<file path="src/rtl/scan_chain_ctrl_if.sv">
// Host/chain bundle for scan_chain_ctrl. The slave modport is the controller side.
// SCAN_COMPARE_EN adds expected_in/fail for on-chip response comparison.
`timescale 1ns/1ps
interface scan_chain_ctrl_if #(
  parameter int unsigned CHAIN_LEN = 8
);
  logic                 start;
  logic [CHAIN_LEN-1:0] pattern_in;
  logic                 scan_so;
  logic                 scan_en;
  logic                 scan_si;
  logic                 busy;
  logic                 done;
  logic [CHAIN_LEN-1:0] response;
`ifdef SCAN_COMPARE_EN
  logic [CHAIN_LEN-1:0] expected_in;
  logic                 fail;

  modport slave  (input  start, pattern_in, scan_so, expected_in,
                  output scan_en, scan_si, busy, done, response, fail);
  modport master (output start, pattern_in, scan_so, expected_in,
                  input  scan_en, scan_si, busy, done, response, fail);
`else
  modport slave  (input  start, pattern_in, scan_so,
                  output scan_en, scan_si, busy, done, response);
  modport master (output start, pattern_in, scan_so,
                  input  scan_en, scan_si, busy, done, response);
`endif
endinterface

</file>
<file path="src/rtl/scan_chain_ctrl.sv">
// Scan-chain sequencer: shift pattern in, one capture cycle, shift response out.
// Optional macro SCAN_COMPARE_EN adds a registered response-vs-expected fail flag.
`timescale 1ns/1ps
module scan_chain_ctrl #(
  parameter  int unsigned CHAIN_LEN = 8,
  localparam int unsigned CNT_W     = $clog2(CHAIN_LEN + 1)
) (
  input logic              clk,
  input logic              rst,
  scan_chain_ctrl_if.slave bus
);
  typedef enum logic [2:0] {IDLE, SHIFT_IN, CAPTURE, SHIFT_OUT, DONE} state_t;

  localparam logic [CNT_W-1:0] LAST = CNT_W'(CHAIN_LEN - 1);

  state_t               state;
  logic [CNT_W-1:0]     cnt;
  logic [CHAIN_LEN-1:0] pat_sr;
  logic [CHAIN_LEN-1:0] resp_sr;
  logic [CHAIN_LEN-1:0] resp_shift;
  logic [CHAIN_LEN-1:0] response;
  logic                 scan_en;
  logic                 scan_si;
  logic                 busy;
  logic                 done;
`ifdef SCAN_COMPARE_EN
  logic [CHAIN_LEN-1:0] exp_lat;
  logic                 fail;
  assign bus.fail = fail;
`endif

  // Includes the sample taken on the current edge, so response sees all CHAIN_LEN bits.
  assign resp_shift   = {resp_sr[CHAIN_LEN-2:0], bus.scan_so};
  assign bus.scan_en  = scan_en;
  assign bus.scan_si  = scan_si;
  assign bus.busy     = busy;
  assign bus.done     = done;
  assign bus.response = response;

  always_ff @(posedge clk or negedge rst) begin
    if (!rst) begin
      state    <= IDLE;
      cnt      <= '0;
      pat_sr   <= '0;
      resp_sr  <= '0;
      response <= '0;
      scan_en  <= 1'b0;
      scan_si  <= 1'b0;
      busy     <= 1'b0;
      done     <= 1'b0;
`ifdef SCAN_COMPARE_EN
      exp_lat  <= '0;
      fail     <= 1'b0;
`endif
    end else begin
      case (state)
        IDLE: begin
          if (bus.start) begin
            state   <= SHIFT_IN;
            cnt     <= '0;
            // MSB is presented right away; the shifted copy feeds later edges.
            scan_si <= bus.pattern_in[CHAIN_LEN-1];
            pat_sr  <= bus.pattern_in << 1;
            scan_en <= 1'b1;
            busy    <= 1'b1;
`ifdef SCAN_COMPARE_EN
            exp_lat <= bus.expected_in;
`endif
          end
        end
        SHIFT_IN: begin
          if (cnt == LAST) begin
            state   <= CAPTURE;
            cnt     <= '0;
            scan_en <= 1'b0;
            scan_si <= 1'b0;
          end else begin
            cnt     <= cnt + 1'b1;
            scan_si <= pat_sr[CHAIN_LEN-1];
            pat_sr  <= pat_sr << 1;
          end
        end
        CAPTURE: begin
          state   <= SHIFT_OUT;
          cnt     <= '0;
          scan_en <= 1'b1;
        end
        SHIFT_OUT: begin
          resp_sr <= resp_shift;
          if (cnt == LAST) begin
            state    <= DONE;
            cnt      <= '0;
            scan_en  <= 1'b0;
            done     <= 1'b1;
            response <= resp_shift;
`ifdef SCAN_COMPARE_EN
            fail     <= |(resp_shift ^ exp_lat);
`endif
          end else begin
            cnt <= cnt + 1'b1;
          end
        end
        DONE: begin
          state <= IDLE;
          done  <= 1'b0;
          busy  <= 1'b0;
        end
        default: state <= IDLE;
      endcase
    end
  end
endmodule

</file>
<file path="src/flat_wrapper.sv">
// flat-port wrapper written by rule: the top's interface ports become plain ports
module scan_chain_ctrl_flat 
#(
  parameter  int unsigned CHAIN_LEN = 8,
  localparam int unsigned CNT_W     = $clog2(CHAIN_LEN + 1)
)
  (clk, rst, bus_start, bus_pattern_in, bus_scan_so, bus_scan_en, bus_scan_si, bus_busy, bus_done, bus_response);
  scan_chain_ctrl_if #(.CHAIN_LEN(CHAIN_LEN)) bus_i ();
  input logic clk;
  input logic rst;
  input wire logic [$bits(bus_i.start)-1:0] bus_start;
  input wire logic [$bits(bus_i.pattern_in)-1:0] bus_pattern_in;
  input wire logic [$bits(bus_i.scan_so)-1:0] bus_scan_so;
  output wire logic [$bits(bus_i.scan_en)-1:0] bus_scan_en;
  output wire logic [$bits(bus_i.scan_si)-1:0] bus_scan_si;
  output wire logic [$bits(bus_i.busy)-1:0] bus_busy;
  output wire logic [$bits(bus_i.done)-1:0] bus_done;
  output wire logic [$bits(bus_i.response)-1:0] bus_response;
  assign bus_i.start = bus_start;
  assign bus_i.pattern_in = bus_pattern_in;
  assign bus_i.scan_so = bus_scan_so;
  assign bus_scan_en = bus_i.scan_en;
  assign bus_scan_si = bus_i.scan_si;
  assign bus_busy = bus_i.busy;
  assign bus_done = bus_i.done;
  assign bus_response = bus_i.response;
  scan_chain_ctrl #(.CHAIN_LEN(CHAIN_LEN)) u_core (.clk(clk), .rst(rst), .bus(bus_i));
endmodule
</file>
<file path="config.mk">
export PLATFORM = sky130hd
export DESIGN_NAME = scan_chain_ctrl_flat
export DESIGN_NICKNAME = d
export VERILOG_FILES = /design/src/rtl/scan_chain_ctrl_if.sv /design/src/rtl/scan_chain_ctrl.sv /design/src/flat_wrapper.sv
export SDC_FILE = /design/constraint.sdc
export NUM_CORES = 1
export LEC_CHECK = 0
export CORE_ASPECT_RATIO = 0.9
export CORE_MARGIN = 4
export CORE_UTILIZATION = 33
export DETAILED_ROUTE_END_ITERATION = 10
export GPL_ROUTABILITY_DRIVEN = 0
export GPL_TIMING_DRIVEN = 0
export HOLD_SLACK_MARGIN = 0.1
export SLEW_MARGIN = 25
export SYNTH_ARGS = -nofsm -noshare
export SYNTH_HDL_FRONTEND = slang
export SYNTH_SLANG_ARGS = --single-unit
</file>
<file path="constraint.sdc">
create_clock -name clk -period 5.6 [get_ports clk]
set_clock_uncertainty 0.1 [all_clocks]
set_input_delay 1.4 -clock clk [delete_from_list [all_inputs] [get_ports clk]]
set_output_delay 1.4 -clock clk [all_outputs]
set_load 0.02 [all_outputs]
</file>
==> impl_metrics.yaml, run 1 <==
final_layout:
  diodes: 0
  fillers: 416
  syn_to_final_growth_pct: 28.8
  seq_area_um2: 826
  layout-drive-gt1-share_pct: 28.8
  final_cells: 206
  final_nets: 159
  multi_input_area_um2: 631
min_path:
  holdCritStartpoint: "u_core.bus.response[3]"
  hold_class: "register to register"
  hold_depth: 1
  holdPathEnd: "u_core.bus.response[3]"
worst_setup_path:
  cp-end-kind: "register"
  crit_cells: 4
  cp_num_buf_inv: 1
  startpoint_type: "primary input"
  path_max_fanout: 7
  reg2reg_depth: 5
  cp.arrival_ns: 2.85
  slowest_stage: "nor3_1"
  worstPathRequired_ns: 5.62
  rrSetupSlack_ns: 3.59
  rr_endpoint: "u_core.pat_sr[2]"
  path_cells: "clkdlybuf4s50_1, nor2_1, nor3_1, a2bb2oi_1"
  path_class: "primary input to register"
  cp_top_family: "simple AND/OR/NAND/NOR gates"
  cpPeakStageDelay_ns: 0.60
  timing.rr.start: "u_core.cnt[0]"
timing:
  finalHoldViolCount: 0
  slew_headroom_pct: 49.8
  rsz0062_at_grt: "false"
  finalSetupViolCount: 0
  period_share_pct: 50.5
  finalSetupTns_ns: 0
  max_freq_mhz: 354
  min_period_ns: 2.83
  tightest_slew_ns: 0.748
  finalMaxSlewViolations: 0
drt:
  drc: 0
  wire_per_inst_um: 14.3
  via_per_inst: 4.87
  vias: 1003
  drtIter0Drc: 112
  wl_um: 2940
  ant_nets: 0
  first_pass_iters: 4
floorplan:
  pin_count: 24
  row_count: 22
  fp.coreArea_um2: 4240
  start_util_pct: 35.3
  die_x_um: 79.0
  die_h_um: 71.9
  die_area_um2: 5680
power:
  p_leak_nw: 0.800
  p_switching_uw: 424
  seqPwrFrac_pct: 35.4
  power.total_mw: 1.21
  p_clk_share_pct: 17.6
  sw_frac_of_total_pct: 35.0
  ir_drop_v: 0.000289
  p_per_area_nw_per_um2: 627
  power_frac_comb_pct: 47.1
  p_int_uw: 785
yosys:
  synth-seq-cells: 33
  yosysWarnings: 0
  synth_edf_count: 0
  synth_cell_type_count: 35
  synthesis.instances: 115
  syn_avg_cell_area_um2: 13.0
  ys.flop_type: "dfrtp_1"
  synth-seq-area-share_pct: 55.2
  async_reset_ff_share_pct: 100
  synth_fp_nets: 128
  netlist_area_um2: 1500
clocking:
  cts_tree: "done"
  cts_resized: 0
  clock_latency_ns: 0.28
  clock-sinks: 33
  cts_made_buffers: 5
  cts_hold_buf: 0
  clockBufferDepth: 2
  cts_root_buf: "clkbuf_8"
  postCtsSetupRepairBufs: 0
  h-tree-depth: 2
  path_clk_slew_ns: 0.07
placed_design:
  hpwlAfterDp_um: 2160
  dp.cells: 199
  port_buffers: 23
global_routing:
  grt_max_degree: 18
  grt_pass1_vias: 1071
  antenna_found_initial: 0
  grt_pass1_wl_um: 5220
  overflow: 0
  grt.total_usage_pct: 11.7
run_status:
  status: "complete, no violations"
flow_run:
  max-cap-violations: 0
[worst max-delay path by stage]
stage                          from                end  slack, ns
after floorplan           bus_start   u_core.pat_sr[1]       3.33
after global placement          rst  u_core.resp_sr[4]       2.36
after detailed placement  bus_start   u_core.pat_sr[2]       2.49
after CTS                 bus_start   u_core.pat_sr[2]       2.79
after global routing      bus_start   u_core.pat_sr[5]       2.66
final                     bus_start   u_core.pat_sr[2]       2.77
[cells in the mapped netlist, types with 2 or more instances]
| cell | number | share of area [%] |
|---|---|---|
| dfrtp_1 | 33 | 55 |
| mux2_2 | 15 | 11 |
| a2bb2oi_1 | 8 | 4.7 |
| or2_2 | 7 | 2.9 |
| o32ai_1 | 6 | 3.5 |
| a21oi_1 | 4 | 1.3 |
| nor2_1 | 4 | 1.0 |
| o21ai_0 | 4 | 1.3 |
| nand3_1 | 3 | 1.0 |
| nor3_1 | 3 | 1.0 |
| buf_2 | 2 | 0.67 |
| clkbuf_1 | 2 | 0.50 |
| nand2b_1 | 2 | 0.84 |
[metrics by stage]
stage | hold slack [ns] | instance area [um2] | setup WS [ns] | utilization [%]
global route | 0.430 | 1930 | 2.66 | 45.5
finish | 0.406 | 1930 | 2.77 | 45.5
CTS | 0.411 | 1930 | 2.79 | 45.5
detailed placement | 0.396 | 1820 | 2.49 | 43.0
floorplan | 0.374 | 1500 | 3.33 | -
global placement | 0.389 | 1800 | 2.36 | 42.5
[cells by family (layout without fill, tap and decap cells)]
kind of cell | count (synthesis) | count (layout) | synth area share [%]
AO/OA/AOI/OAI | 29 | 29 | 16.7
buffers and inverters | 7 | 38 | 2.68
XOR/XNOR | 1 | 1 | 0.585
multiplexers | 16 | 16 | 12.0
adder cells (fa/ha/maj) | 1 | 1 | 0.836
flip-flops | 33 | 33 | 55.2
AND/OR/NAND/NOR | 28 | 28 | 12.0
[cell usage in the layout, fill, tap and decap left out, types with 4 or more instances in the layout]
master           Yosys  layout
o21ai_0              4       4
o32ai_1              6       6
dfrtp_1             33      33
or2_2                7       7
nor2_1               4       4
clkbuf_8             0       5
clkdlybuf4s50_1      0      22
a21oi_1              4       4
mux2_2              15      15
a2bb2oi_1            8       8
[sequential cells by signal (all words and copies together) (netlist names)]
name and cells:
u_core.bus.response 8, u_core.pat_sr 7, u_core.resp_sr 7, u_core.cnt 4
u_core.state 3, u_core.bus.busy 1, u_core.bus.done 1, u_core.bus.scan_en 1
u_core.bus.scan_si 1
[metal layers]
layer  share of wire, %  global-route usage, %  routed length [um]  up-vias
met5                  0                      0                   0        -
met4               0.78                   3.44                  23        0
met3                4.5                   4.15                 132        4
met2                 45                   17.0                1320       16
met1                 50                   16.5                1470      492
li1                   -                      -                   -      491
[power groups by stage]
stage | clock network (mW) | registers [mW] | logic, mW
floorplan | 0 | 0.460 | 0.370
global placement | 0 | 0.427 | 0.566
detailed placement | 0 | 0.431 | 0.576
CTS | 0.218 | 0.428 | 0.577
global route | 0.228 | 0.445 | 0.629
finish | 0.212 | 0.428 | 0.569
[worst reg2reg max path, stage by stage (launching register included)]
cell	delay, ns
dfrtp_1	0.42
ha_1	0.27
and3b_1	0.21
buf_6	0.14
a2111oi_4	0.57
a2bb2oi_1	0.23
[area by class of cell]
| class | count | share of cell area, % |
|---|---|---|
| Multi-Input combinational cell | 75 | 32.7 |
| Timing Repair Buffer | 24 | 13.1 |
| Buffer | 6 | 1.88 |
| Sequential cell | 33 | 42.8 |
| Clock buffer | 5 | 3.57 |
| Tap cell | 60 | 3.89 |
| Clock inverter | 2 | 1.82 |
| Inverter | 1 | 0.195 |
Note: power is estimated with default switching activity, not from simulation.
==> run 2: changes to the inputs <==
==> constraint.sdc (replaced) <==
create_clock -name clk -period 2.7 [get_ports clk]
set_clock_uncertainty 0.1 [all_clocks]
set_input_delay 0.675 -clock clk [delete_from_list [all_inputs] [get_ports clk]]
set_output_delay 0.675 -clock clk [all_outputs]
set_load 0.02 [all_outputs]
==> results of run 2 <==
Same layout as run 1 (identical final DEF). Status: complete, no violations.
Main changes from that run: setup slack after placement 2.49 ns -> 0.320 ns; setup slack after layout 2.77 ns -> 0.597 ns; hold slack 0.406 ns -> 0.221 ns; register-to-register setup slack 3.59 ns -> 0.69 ns; total power 1.21 mW -> 2.51 mW; worst IR drop on VDD 0.000289 V -> 0.000600 V
